## src/rtl/decode_stage.sv

```systemverilog
`timescale 1ns / 1ps
// Decode stage: one-entry RD register holding the fetched instruction, and an
// EX register holding its decoded fields. A load in EX whose destination is read
// by the instruction in RD stalls RD for one cycle and inserts a bubble into EX.
// PC_W is expected in 27..30 so that the jump target keeps at least one PC bit.
module decode_stage #(
  parameter int unsigned PC_W      = 30,
  parameter int unsigned LINK_REG  = 31,
  parameter int unsigned HAZARD_EN = 1,
  parameter int unsigned CNT_W     = 16
) (
  input  logic             clk,
  input  logic             reset,
  // fetch side
  input  logic             if_valid,
  input  logic [31:0]      if_ins,
  input  logic [PC_W-1:0]  if_pc4,
  output logic             rd_ready,
  input  logic             flush,
  // control decoder handshake
  output logic [31:0]      rd_ins,
  input  logic [1:0]       imm_ctl,
  input  logic [1:0]       reg_dest_ctl,
  input  logic             uses_rs,
  input  logic             uses_rt,
  input  logic             is_load,
  // register file read addresses
  output logic [4:0]       rf_rs,
  output logic [4:0]       rf_rt,
  // EX side
  input  logic             ex_ready,
  output logic             ex_valid,
  output logic [4:0]       ex_rs,
  output logic [4:0]       ex_rt,
  output logic [4:0]       ex_dest,
  output logic [4:0]       ex_sa,
  output logic [31:0]      ex_imm,
  output logic [PC_W-1:0]  ex_tgt,
  output logic [PC_W-1:0]  ex_pc4,
  output logic             ex_is_load,
  output logic [CNT_W-1:0] stall_count
);

  localparam logic [4:0] LinkIdx  = 5'(LINK_REG);
  localparam bit         HazardOn = (HAZARD_EN != 0);

  // RD register
  logic            rd_valid_q;
  logic [31:0]     rd_ins_q;
  logic [PC_W-1:0] rd_pc4_q;

  // EX register
  logic            ex_valid_q;
  logic [4:0]      ex_rs_q;
  logic [4:0]      ex_rt_q;
  logic [4:0]      ex_dest_q;
  logic [4:0]      ex_sa_q;
  logic [31:0]     ex_imm_q;
  logic [PC_W-1:0] ex_tgt_q;
  logic [PC_W-1:0] ex_pc4_q;
  logic            ex_is_load_q;

  logic [CNT_W-1:0] stall_q;

  // Handshake and decode results
  logic            hazard;
  logic            advance;
  logic            bubble;
  logic            rd_load;
  logic [4:0]      dec_rs;
  logic [4:0]      dec_rt;
  logic [4:0]      dec_sa;
  logic [4:0]      dec_dest;
  logic [31:0]     dec_imm;
  logic [PC_W-1:0] dec_tgt;

  assign dec_rs = rd_ins_q[25:21];
  assign dec_rt = rd_ins_q[20:16];
  assign dec_sa = rd_ins_q[10:6];
  // Jump target keeps the upper PC region of the following instruction.
  assign dec_tgt = {rd_pc4_q[PC_W-1:26], rd_ins_q[25:0]};

  // Load-use interlock and pipeline advance conditions
  always_comb begin
    hazard = 1'b0;
    if (HazardOn && rd_valid_q && ex_valid_q && ex_is_load_q && (ex_dest_q != 5'd0)) begin
      hazard = (uses_rs && (dec_rs == ex_dest_q)) || (uses_rt && (dec_rt == ex_dest_q));
    end
    advance  = rd_valid_q && !hazard && (!ex_valid_q || ex_ready);
    rd_ready = !rd_valid_q || advance;
    rd_load  = if_valid && rd_ready && !flush;
    // A bubble is only counted when it actually replaces the EX contents.
    bubble   = hazard && ex_ready && !flush;
  end

  // Immediate extension selected by the control decoder
  always_comb begin
    dec_imm = 32'h0;
    unique case (imm_ctl)
      2'd0:    dec_imm = {16'h0, rd_ins_q[15:0]};
      2'd1:    dec_imm = {{16{rd_ins_q[15]}}, rd_ins_q[15:0]};
      2'd2:    dec_imm = {rd_ins_q[15:0], 16'h0};
      default: dec_imm = 32'h0;
    endcase
  end

  // Destination register selected by the control decoder
  always_comb begin
    dec_dest = 5'd0;
    unique case (reg_dest_ctl)
      2'd0:    dec_dest = dec_rt;
      2'd1:    dec_dest = rd_ins_q[15:11];
      2'd2:    dec_dest = LinkIdx;
      default: dec_dest = 5'd0;
    endcase
  end

  // RD register: flush wins, then a new fetch, then drain on advance
  always_ff @(posedge clk or posedge reset) begin
    if (reset) begin
      rd_valid_q <= 1'b0;
      rd_ins_q   <= 32'h0;
      rd_pc4_q   <= '0;
    end else if (flush) begin
      rd_valid_q <= 1'b0;
    end else if (rd_load) begin
      rd_valid_q <= 1'b1;
      rd_ins_q   <= if_ins;
      rd_pc4_q   <= if_pc4;
    end else if (advance) begin
      rd_valid_q <= 1'b0;
    end
  end

  // EX register: capture on advance, empty out when EX consumes without refill
  always_ff @(posedge clk or posedge reset) begin
    if (reset) begin
      ex_valid_q   <= 1'b0;
      ex_rs_q      <= 5'd0;
      ex_rt_q      <= 5'd0;
      ex_dest_q    <= 5'd0;
      ex_sa_q      <= 5'd0;
      ex_imm_q     <= 32'h0;
      ex_tgt_q     <= '0;
      ex_pc4_q     <= '0;
      ex_is_load_q <= 1'b0;
    end else if (flush) begin
      ex_valid_q   <= 1'b0;
      ex_is_load_q <= 1'b0;
    end else if (advance) begin
      ex_valid_q   <= 1'b1;
      ex_rs_q      <= dec_rs;
      ex_rt_q      <= dec_rt;
      ex_dest_q    <= dec_dest;
      ex_sa_q      <= dec_sa;
      ex_imm_q     <= dec_imm;
      ex_tgt_q     <= dec_tgt;
      ex_pc4_q     <= rd_pc4_q;
      ex_is_load_q <= is_load;
    end else if (ex_ready) begin
      // Either a hazard bubble or nothing waiting in RD.
      ex_valid_q   <= 1'b0;
      ex_is_load_q <= 1'b0;
    end
  end

  // Saturating count of inserted hazard bubbles
  always_ff @(posedge clk or posedge reset) begin
    if (reset) begin
      stall_q <= '0;
    end else if (bubble && (stall_q != {CNT_W{1'b1}})) begin
      stall_q <= stall_q + CNT_W'(1);
    end
  end

  assign rd_ins      = rd_ins_q;
  assign rf_rs       = dec_rs;
  assign rf_rt       = dec_rt;
  assign ex_valid    = ex_valid_q;
  assign ex_rs       = ex_rs_q;
  assign ex_rt       = ex_rt_q;
  assign ex_dest     = ex_dest_q;
  assign ex_sa       = ex_sa_q;
  assign ex_imm      = ex_imm_q;
  assign ex_tgt      = ex_tgt_q;
  assign ex_pc4      = ex_pc4_q;
  assign ex_is_load  = ex_is_load_q;
  assign stall_count = stall_q;

endmodule

```

## config.mk

```make
export PLATFORM = sky130hd
export DESIGN_NAME = decode_stage
export DESIGN_NICKNAME = d
export VERILOG_FILES = /design/src/rtl/decode_stage.sv
export SDC_FILE = /design/constraint.sdc
export NUM_CORES = 1
export LEC_CHECK = 0
export ABC_AREA = 1
export CORE_MARGIN = 2
export CORE_UTILIZATION = 34
export DETAILED_ROUTE_END_ITERATION = 10
export GPL_TIMING_DRIVEN = 0
export PLACE_DENSITY_LB_ADDON = 0.05
export SYNTH_ARGS = -nofsm -noshare
export SYNTH_HDL_FRONTEND = slang
export SYNTH_SLANG_ARGS = --single-unit
```

## constraint.sdc

```tcl
create_clock -name clk -period 17.3 [get_ports clk]
set_input_delay 5.19 -clock clk [delete_from_list [all_inputs] [get_ports clk]]
set_output_delay 5.19 -clock clk [all_outputs]
set_load 0.1 [all_outputs]
```

Word level (Yosys, flattened, before mapping)
Index checks and enable logic that the tools add are counted.
Word-level totals
  input bits: 74
  register bits: 193
Operators by class
  multiplexer cells: 11
  bitwise gates (word level): 1
  equal/unequal tests: 7
  reduce and logical (&&, ||, !) cells: 26
  add/sub/neg operators: 1
Operator list (number)
  32-bit one-hot mux with 3 select lines: 1
  16-bit by 1-bit adder with 16-bit output, second input constant: 1
  16-bit != test, second input constant: 1
  5-bit one-hot mux with 3 select lines: 1
  1-bit logical AND: 12
  5-bit equality test: 2
  1-bit 2-to-1 mux: 9
  3-bit nonzero test: 2
  5-bit nonzero test: 1
  2-bit by 1-bit equality test with 1-bit output, second input constant: 2
  2-bit equality test, second input constant: 2
  1-bit zero test: 4
  2-bit zero test: 2
  2-bit AND reduction: 2
  1-bit logical OR: 3
  1-bit inverter: 1

Logic depth before layout (Yosys ltp)
Gate-level depths: netlist of run 1.
  word-level depth: 12
  depth in mapped cells: 13
  gate-level depth less buffers: 12

Least setup slack after synthesis of run 1
Ideal clock, no wire load.
  path type: in2out
  from: input port uses_rt
  to: output port rd_ready
  required time: 12110 ps
  data arrival time: 6065 ps
  stages: 9
  setup slack: 6045 ps
  cell sequence: nand2_1 -> nor2_1 -> nand3_1 -> nand2_2 -> nand2_4 -> nand3_4 -> nand2_4 -> buf_8 -> buf_12
Between the ends
  word-level cells in the longest chain between the ends: 7
RTL lines
  start: declaration: RTL line 25  | input logic uses_rt,
  1-bit logical AND: RTL line 87  | hazard = (uses_rs && (dec_rs == ex_dest_q)) || (uses_rt && (dec_rt == ex_dest_q));
  1-bit logical OR: RTL line 87
  1-bit 2-to-1 mux: RTL line 86  | if (HazardOn && rd_valid_q && ex_valid_q && ex_is_load_q && (ex_dest_q != 5'd0)) begin
  1-bit zero test: RTL line 89  | advance = rd_valid_q && !hazard && (!ex_valid_q || ex_ready);
  1-bit logical AND (2 in series): RTL line 89
  1-bit logical OR: RTL line 90  | rd_ready = !rd_valid_q || advance;
  end: declaration: RTL line 18  | output logic rd_ready,
Every way passes these cells.

Worst setup path after layout of run 1
Same ends and word-level chain as after synthesis.

==> results of run 1 <==
[cells by family after synthesis]
logic type,synth area share (%)
flip-flops,53.7
XOR/XNOR,1.51
AND/OR/NAND/NOR,29.2
AO/OA/AOI/OAI,5.87
adder cells (fa/ha/maj),0.154
buffers and inverters,9.54
[flip-flops by register name, indices dropped and copies added (netlist names)]
signal / cells
ex_is_load: 1
ex_tgt: 18
rd_pc4_q: 30
ex_sa: 4
stall_count: 16
ex_dest: 5
ex_imm: 32
ex_rt: 4
rd_ins: 32
ex_rs: 4
ex_valid: 1
ex_pc4: 26
rd_valid_q: 1
[critical path, stage by stage]
cell and delay (ns):
clkdlybuf4s50_1 0.41, nand2_1 0.07, nor2_1 0.04, nand3_1 0.08
nand2_2 0.09, nand2_4 0.11, nand3_4 0.10, nand2_4 0.10
buf_8 0.19, buf_12 0.16, clkdlybuf4s50_1 1.14
[synth_stat cells (all sizes together)]
cell type  number  area share (%)
nand2         399              19
dfrtp         174              54
o21ai          77             5.2
nand3          73             8.2
buf            66             6.8
inv            52             2.4
nor2           20             1.0
xor2           12             1.3
clkbuf          8            0.37
nand4           6            0.54
nor3            5            0.37
o221ai          4            0.43
a21oi           2            0.26
xnor2           2            0.22
ha              1            0.15
nand3b          1           0.093
nor4            1           0.077
or2             1           0.077
[stage by stage]
| step | util [%] | worst slack [ns] | power (mW) |
|---|---|---|---|
| final | 49.4 | 4.40 | 1.79 |
| after global routing | 49.4 | 4.34 | 1.87 |
| after CTS | 49.4 | 4.39 | 1.81 |
| after detailed placement | 46.9 | 4.39 | 1.41 |
| after global placement | 46.7 | 4.40 | 1.41 |
| after floorplan | - | 6.04 | 1.19 |
[final cells by class]
class	count	area, um^2
inverters	52	203
clock buffers	17	425
repair buffers	247	2490
multi-input cells	604	2980
flip-flops and latches	174	4350
well taps	319	399
fillers	2302	11900
plain buffers	74	578
clock inverters	15	174
[power breakdown]
part | internal [mW] | total, mW | switching [mW] | leakage, nW
sequential | 0.476 | 0.532 | 0.0560 | 2.20
combinational | 0.197 | 0.869 | 0.672 | 3.05
clock | 0.207 | 0.392 | 0.185 | 0.292
[routing by layer]
layer / global-route usage [%] / share of wire [%]
met1: 26.8 / 46
met2: 30.8 / 47
met3: 4.41 / 5.5
met4: 4.68 / 1.3
met5: 0 / 0
[worst paths after layout]
check	startpoint	endpoint	depth (start not counted)
setup / recovery	uses_rt	rd_ready	11
hold / removal	rd_pc4_q[6]	ex_pc4[6]	2
setup reg to reg	rd_ins[20]	ex_tgt[5]	10
hold reg to reg	rd_pc4_q[6]	ex_pc4[6]	2
max in group asynchronous	reset	ex_valid	3
min in group asynchronous	reset	ex_pc4[22]	2
==> flow_metrics.env, run 1 <==
export IMPL_routabilityCongestion=0.829
export IMPL_routed_via_density=4.46
export IMPL_drc_errors=0
export IMPL_dieHeight_um=158
export IMPL_period_share_pct=74.6
export IMPL_timing_slew_headroom_pct=28.2
export IMPL_wirelength_mm=23.8
export IMPL_ys_ff_latch=174
export IMPL_syn_nets=979
export IMPL_clockRootBuffer="clkbuf_16"
export IMPL_cts_resized_gates=0
export IMPL_cts_sinks=174
export IMPL_slew_viol_final=0
export IMPL_worst_pin_slew_ns=1.07
export IMPL_initial_core_util_pct=34.5
export IMPL_syn_mean_instance_area_um2=8.97
export IMPL_tns_ns=0
export IMPL_critPathMaxFanout=10
export IMPL_fin_area_um2=11600
export IMPL_drive_above_1_share_pct=15.6
export IMPL_synth_cells=904
export IMPL_die_area_um2=25100
export IMPL_io_buffers=246
export IMPL_peakVddDrop_v=0.0000686
export IMPL_routedWlPerCell_um=15.8
export IMPL_tritoncts_num_buffers=17
export IMPL_grt_setup_unrepaired="false"
export IMPL_cts_hold_buf=0
export IMPL_place_area_um2=11000
export IMPL_fmaxAchievable_mhz=77.5
export IMPL_grt_use_total_pct=19.3
export IMPL_crit_required_ns=12.11
export IMPL_cts_tree="built"
export IMPL_diodes=0
export IMPL_first_global_vias=6580
export IMPL_grt_max_degree=93
export IMPL_finalNetCount=1245
export IMPL_finalSetupViolations=0
export IMPL_final_common_cell="nand2_1"
export IMPL_hold_viol=0
export IMPL_antenna_found_initial=0
export IMPL_vias=6696
export IMPL_cellLeakagePower_nw=5.55
export IMPL_worstSetupPathType="primary input to output pin"
export IMPL_htree_levels=4
export IMPL_cts_clk_slew_worst_paths_ns=0.07
export IMPL_rows=56
export IMPL_p_per_area_nw_per_um2=155
export IMPL_dpl_hpwl_mm=17.2
export IMPL_grt_overflow_total=0
export IMPL_arrival_ns=7.71
export IMPL_die_w_um=158
export IMPL_hold_ws_ns=0.471
export IMPL_maxCapViolations=0
export IMPL_startpoint_type="primary input"
export IMPL_status="finished clean"
export IMPL_ios=247
export IMPL_synth_area_um2=8110
export IMPL_grt_pass1_wl_mm=37.1
export IMPL_instances_no_fill=1502
export IMPL_ff2ff_setup_slack_ns=15.34
export IMPL_critPathCaptureType="output pin"
export IMPL_coreArea_um2=23500
export IMPL_first_pass_iters=6
export IMPL_finalWorstPathRequiredPeriod_ns=12.90
export IMPL_drt_iter0_markers=370
export IMPL_postRouteAntennaNets=0
export IMPL_min_path_type="flop to flop"
export IMPL_dp_cells=1470
export IMPL_skew_ns=0.0125
export IMPL_yosysSeqAreaShare_pct=53.7
export IMPL_synth_cell_types=32
export IMPL_ys_warn_count=0
export IMPL_cts_path_max_buffers=2
export IMPL_cts_setup_buffers=0
export IMPL_syn_to_final_growth_pct=43.1
export IMPL_final_cell_mix="nand2_1, clkdlybuf4s50_1, dfrtp_1"
export IMPL_clk_latency_ns=0.43
No activity file was read; power rests on OpenSTA's default activity.
==> run 2, diff against run 1 <==
Clock period 17.3 ns to 11.5 ns, I/O delays scaled along.
==> results of run 2 <==
The final DEF is identical to that of run 1. Status: finished clean.
Main changes from that run: setup slack after placement 4.39 ns -> 2.07 ns; setup slack after layout 4.40 ns -> 2.08 ns; register-to-register setup slack 15.34 ns -> 9.54 ns; total power 1.79 mW -> 2.70 mW; worst IR drop on VDD 0.0000686 V -> 0.000103 V
==> run 3, diff against run 2 <==
Clock period 11.5 ns to 8.9 ns, I/O delays scaled along.
==> results of run 3 <==
The final DEF is identical to that of run 1. Status: finished clean.
Main changes from that run: setup slack after placement 4.39 ns -> 1.03 ns; setup slack after layout 4.40 ns -> 1.04 ns; register-to-register setup slack 15.34 ns -> 6.94 ns; total power 1.79 mW -> 3.48 mW; worst IR drop on VDD 0.0000686 V -> 0.000133 V
